`config.mk`:
```
export PLATFORM = sky130hd
export DESIGN_NAME = serpent_dec_ctrl
export DESIGN_NICKNAME = d
export VERILOG_FILES = /design/src/rtl/serpent_pkg.sv /design/src/rtl/serpent_key_wait_cnt.sv /design/src/rtl/serpent_dec_ctrl.sv
export SDC_FILE = /design/constraint.sdc
export NUM_CORES = 1
export LEC_CHECK = 0
export ABC_AREA = 0
export CORE_AREA = 3 3 303 305
export CTS_CLUSTER_DIAMETER = 80
export DETAILED_ROUTE_END_ITERATION = 12
export DIE_AREA = 0 0 306 308
export PLACE_DENSITY = 0.49
export SLEW_MARGIN = 10
export SYNTH_ARGS = -nofsm -noshare
export SYNTH_HDL_FRONTEND = slang
export SYNTH_SLANG_ARGS = --single-unit
```
`constraint.sdc`:
```
create_clock -name i_clk -period 1.4 [get_ports i_clk]
set_input_delay 0.14 -clock i_clk [delete_from_list [all_inputs] [get_ports i_clk]]
set_output_delay 0.14 -clock i_clk [all_outputs]
set_load 0.005 [all_outputs]
```
`src/rtl/serpent_pkg.sv`:
```
// Shared constants and state encoding for the Serpent decryption sequencer.
package serpent_pkg;

    localparam int unsigned BLK_W      = 128;
    localparam int unsigned RND_W      = 6;
    localparam int unsigned LAST_ROUND = 32;

    typedef enum logic [1:0] {
        IDLE,
        KWAIT,
        ROUND,
        DONE
    } state_t;

endpackage

```
`src/rtl/serpent_key_wait_cnt.sv`:
```
// Down-counter covering the key schedule latency before each round step.
module serpent_key_wait_cnt #(
    parameter int unsigned KEY_LAT = 1
) (
    input  logic clk,
    input  logic rst_n,
    input  logic load,
    input  logic en,
    output logic done
);

    localparam int unsigned CW = $clog2(KEY_LAT + 1);

    logic [CW-1:0] cnt;

    always_ff @(posedge clk or negedge rst_n) begin
        if (!rst_n) begin
            cnt <= '0;
        end else if (load) begin
            cnt <= CW'(KEY_LAT);
        end else if (en && cnt != '0) begin
            cnt <= cnt - CW'(1);
        end
    end

    // high in the cycle whose closing edge takes the count to zero
    assign done = en && (cnt == CW'(1));

endmodule

```
`src/rtl/serpent_dec_ctrl.sv`:
```
// Round sequencer for the iterative Serpent decryption datapath.
module serpent_dec_ctrl
    import serpent_pkg::*;
#(
    parameter int unsigned KEY_LAT    = 1,
    parameter int unsigned LAST_ROUND = serpent_pkg::LAST_ROUND
) (
    input  logic                          i_clk,
    input  logic                          i_rst_n,
    input  logic                          i_flush,
    input  logic                          i_valid,
    output logic                          o_ready,
    input  logic [serpent_pkg::BLK_W-1:0] i_data,
    output logic                          o_valid,
    input  logic                          i_ready,
    output logic [serpent_pkg::BLK_W-1:0] o_data,
    output logic [serpent_pkg::RND_W-1:0] o_key_idx,
    input  logic [serpent_pkg::BLK_W-1:0] i_subkey,
    output logic [serpent_pkg::RND_W-1:0] o_round,
    output logic [serpent_pkg::BLK_W-1:0] o_dp_state,
    output logic [serpent_pkg::BLK_W-1:0] o_dp_key,
    input  logic [serpent_pkg::BLK_W-1:0] i_dp_next,
    output logic                          o_busy
);

    localparam logic [RND_W-1:0] TOP = RND_W'(LAST_ROUND);

    state_t           st;
    state_t           nxt;
    logic             accept;
    logic             step;
    logic             kload;
    logic             kdone;
    logic             in_wait;
    logic [RND_W-1:0] r;
    logic [RND_W-1:0] key_idx;
    logic [BLK_W-1:0] data_q;
    logic [BLK_W-1:0] dp_key;

    assign in_wait = (st == KWAIT);
    assign kload   = accept | step;

    serpent_key_wait_cnt #(
        .KEY_LAT(KEY_LAT)
    ) u_cnt (
        .clk  (i_clk),
        .rst_n(i_rst_n),
        .load (kload),
        .en   (in_wait),
        .done (kdone)
    );

    always_ff @(posedge i_clk or negedge i_rst_n) begin
        if (!i_rst_n) begin
            st <= IDLE;
        end else begin
            st <= nxt;
        end
    end

    always_comb begin
        nxt    = st;
        accept = 1'b0;
        step   = 1'b0;
        unique case (st)
            IDLE: begin
                if (i_valid) begin
                    accept = 1'b1;
                    nxt    = KWAIT;
                end
            end
            KWAIT: begin
                if (kdone) nxt = ROUND;
            end
            ROUND: begin
                if (r == '0) begin
                    nxt = DONE;
                end else begin
                    step = 1'b1;
                    nxt  = KWAIT;
                end
            end
            DONE: begin
                if (i_ready) nxt = IDLE;
            end
            default: nxt = IDLE;
        endcase
        // abort beats everything, including a pending accept
        if (i_flush) begin
            nxt    = IDLE;
            accept = 1'b0;
            step   = 1'b0;
        end
    end

    always_ff @(posedge i_clk or negedge i_rst_n) begin
        if (!i_rst_n) begin
            data_q  <= '0;
            dp_key  <= '0;
            r       <= TOP;
            key_idx <= TOP;
        end else begin
            if (accept) begin
                data_q  <= i_data;
                r       <= TOP;
                key_idx <= TOP;
            end
            if (step) begin
                r       <= r - RND_W'(1);
                key_idx <= r - RND_W'(1);
            end
            if (in_wait && kdone) dp_key <= i_subkey;
            if (st == ROUND && !i_flush) data_q <= i_dp_next;
        end
    end

    assign o_ready    = (st == IDLE);
    assign o_valid    = (st == DONE);
    assign o_busy     = (st != IDLE);
    assign o_data     = data_q;
    assign o_dp_state = data_q;
    assign o_dp_key   = dp_key;
    assign o_round    = r;
    assign o_key_idx  = key_idx;

endmodule

```
==> results.json <==
{
  "status": "complete, but fails checks",
  "violations": "setup timing",
  "p_per_area_nw_per_um2": 1540,
  "fp.dieH_um": 308,
  "cts_max_level": 2,
  "slew_headroom": 0.737,
  "layout_commonest_cell": "clkdlybuf4s50_1",
  "grt_use_total": 0.118,
  "rsz0062_at_grt": "yes",
  "routedWlPerCell_um": 19.3,
  "path_class": "reg2reg",
  "via_per_inst": 3.56,
  "ys_types": 32,
  "grt_pass1_vias": 12000,
  "leakage_nw": 11.9,
  "drt-total-wl_mm": 60.6,
  "period_minus_slack_ns": 1.79,
  "drive_above_1_share": 0.349,
  "port_buffers": 787,
  "cts_root_buf": "clkbuf_16",
  "setup-violations-final": 283,
  "maxCapViolations": 0,
  "mappedNetlistArea_sq_um": 12100,
  "drtIter0Drc": 379,
  "final_nets": 2319,
  "crit_path_start_kind": "flop",
  "synth_area_per_cell_sq_um": 11.8,
  "period_share": 1.28,
  "die_w_um": 306,
  "die-area_sq_um": 94200,
  "cts_sinks": 265,
  "initial_core_util": 0.135,
  "ioPinCount": 788,
  "r2r_slack_ns": -0.39,
  "synthToLayoutAreaGrowth_pct": 101,
  "endpoint_kind": "flop",
  "tightestPinTransition_ns": 0.394,
  "hold_class": "in2async",
  "finalWorstSetupSlack_ns": -0.394,
  "hold_viol": 0,
  "firstDrtPassIters": 5,
  "cts_buffers": 35,
  "cp.arrival_ns": 2.21,
  "syn_nets": 1413,
  "cp_data_required_time_ns": 1.82,
  "num_rows": 110,
  "core_sq_um": 89600,
  "clock_skew_ns": 0.0196,
  "ir_drop_mv": 0.585,
  "max_freq_mhz": 557,
  "drc": 0,
  "fin_setup_tns_ns": -79.83,
  "drtAntennaViolNets": 0,
  "grt_max_degree": 49,
  "grt_pass1_wl_mm": 82.0,
  "place_ws_ns": -0.462,
  "fillCellCount": 9331,
  "dp.final_hpwl_mm": 43.3,
  "clockBufferDepth": 3,
  "antenna_found_initial": 7,
  "gp_congestion": 0.869,
  "path_clk_slew_ns": 0.06,
  "synth_warnings": 0,
  "cts_tree": "done",
  "clock_latency_ns": 0.55,
  "ys_ff_latch": 265,
  "critPathMaxFanout": 19,
  "vias": 11200,
  "yosysSeqAreaShare": 0.548,
  "gr-total-overflow": 0,
  "layout_common_cells": "388 x clkdlybuf4s50_1, 239 x dfrtp_1, 142 x clkdlybuf4s15_1",
  "synthCells": 1022,
  "report.final.slew_viol_count": 0
}
## synth_stat cells
cell type  instances  share of area
xor2_1             1        0.00072
or3_1              1        0.00052
o21ai_1           79          0.033
or2_2              1        0.00052
nand2_1          132          0.041
or4_1              1        0.00062
a211oi_1           1        0.00062
nand2b_1           2         0.0010
nor2_1             5         0.0016
nor3_1             3         0.0012
and2_1             1        0.00052
clkbuf_1          27         0.0084
mux2i_1          129           0.11
a2bb2oi_1          1        0.00072
ha_1               2         0.0021
a21oi_1            1        0.00041
o21ai_0           60          0.025
buf_4            135          0.084
mux2_2           128           0.12
nor2b_1            1        0.00052
or4b_1             1        0.00083
nand3_1            4         0.0017
o21a_1             1        0.00062
xnor2_1            1        0.00072
dfrtp_1          264           0.55
buf_2             23         0.0095
buf_6              9         0.0084
a21o_1             1        0.00062
nor3b_1            1        0.00062
dfstp_2            1         0.0022
inv_1              4         0.0012
or3b_1             1        0.00072
## worst paths after layout
kind	from	endpoint	cells past startpoint
max	st[0]	o_data[95]	6
min	i_rst_n	o_dp_key[86]	2
max reg2reg	st[0]	o_data[95]	6
min reg2reg	o_dp_key[127]	o_dp_key[127]	1
max in group asynchronous	i_rst_n	o_dp_key[1]	4
min in group i_clk	i_dp_next[89]	o_data[89]	3
## cells by family (layout without fill, tap and decap cells)
family,count (synthesis),in the layout,share of synthesized area
AOI/OAI and AO/OA,144,144,0.0605
xor gates and xnor gates,2,2,0.00145
adders and majority gates,2,2,0.00207
buffers and inverters,198,1129,0.111
DFF,265,265,0.548
muxes,257,257,0.226
other,0,3,0
and+or+nand+nor,154,154,0.0513
## worst max-delay path: stages (launching register included)
cell and delay (ns):
dfrtp_1 0.41, buf_6 0.13, or3b_4 0.40, buf_12 0.18
buf_4 0.21, mux2i_1 0.17, o21ai_0 0.09
## repair_timing
item	4_1_cts	5_1_grt
endpoints found under the hold margin	214	0
gates cloned	3	17
buffers inserted	165	26
resized for setup	949	304
setup endpoints to repair	663	449
hold buffers	1	0
pin swaps	3	6
## report_power, final
group          switching, mW  total (mW)  internal (mW)
Sequential              1.98        12.6           10.6
Clock                   3.65        8.87           5.23
Combinational           5.96        16.1           10.1
Total                   11.6        37.5           25.9
## metrics by stage
stage          hold slack, ns  cell area [sq um]   util  instances  total power, mW
6_report               0.0721              24300  0.272       3132             37.5
5_1_grt                0.0507              24300  0.272       3132             39.7
3_5_place_dp           0.0395              21000  0.234       2868             27.4
4_1_cts                0.0314              23400  0.261       3098             37.4
3_3_place_gp           0.0444              21000  0.234       2868             27.4
2_1_floorplan          -0.156              12200      -       1022             17.3
## final cells by class
type / instances / area [sq um] / share of cell area
timing repair buffer: 1063 / 10800 / 0.442
sequential: 265 / 6660 / 0.274
multi-input combinational: 559 / 4300 / 0.177
tap: 1176 / 1470 / 0.0604
clock buffer: 51 / 1010 / 0.0413
clock inverter: 11 / 118 / 0.00483
inverter: 4 / 17.5 / 0.000719
antenna: 3 / 7.51 / 0.000308
## metal layers
metal  vias to the layer above  global-route usage  share of wire
met5                         -                   0              0
met4                         0              0.0346          0.025
met3                        80              0.0325          0.072
met2                       463               0.210           0.51
met1                      5432               0.137           0.40
li1                       5183                   -              -
## registers in the layout (all words and copies together) (netlist names)
| register | cells |
|---|---|
| o_data | 128 |
| o_dp_key | 128 |
| o_key_idx | 6 |
| st | 2 |
| u_cnt.cnt | 1 |
Power figures use the tool's default switching activity.
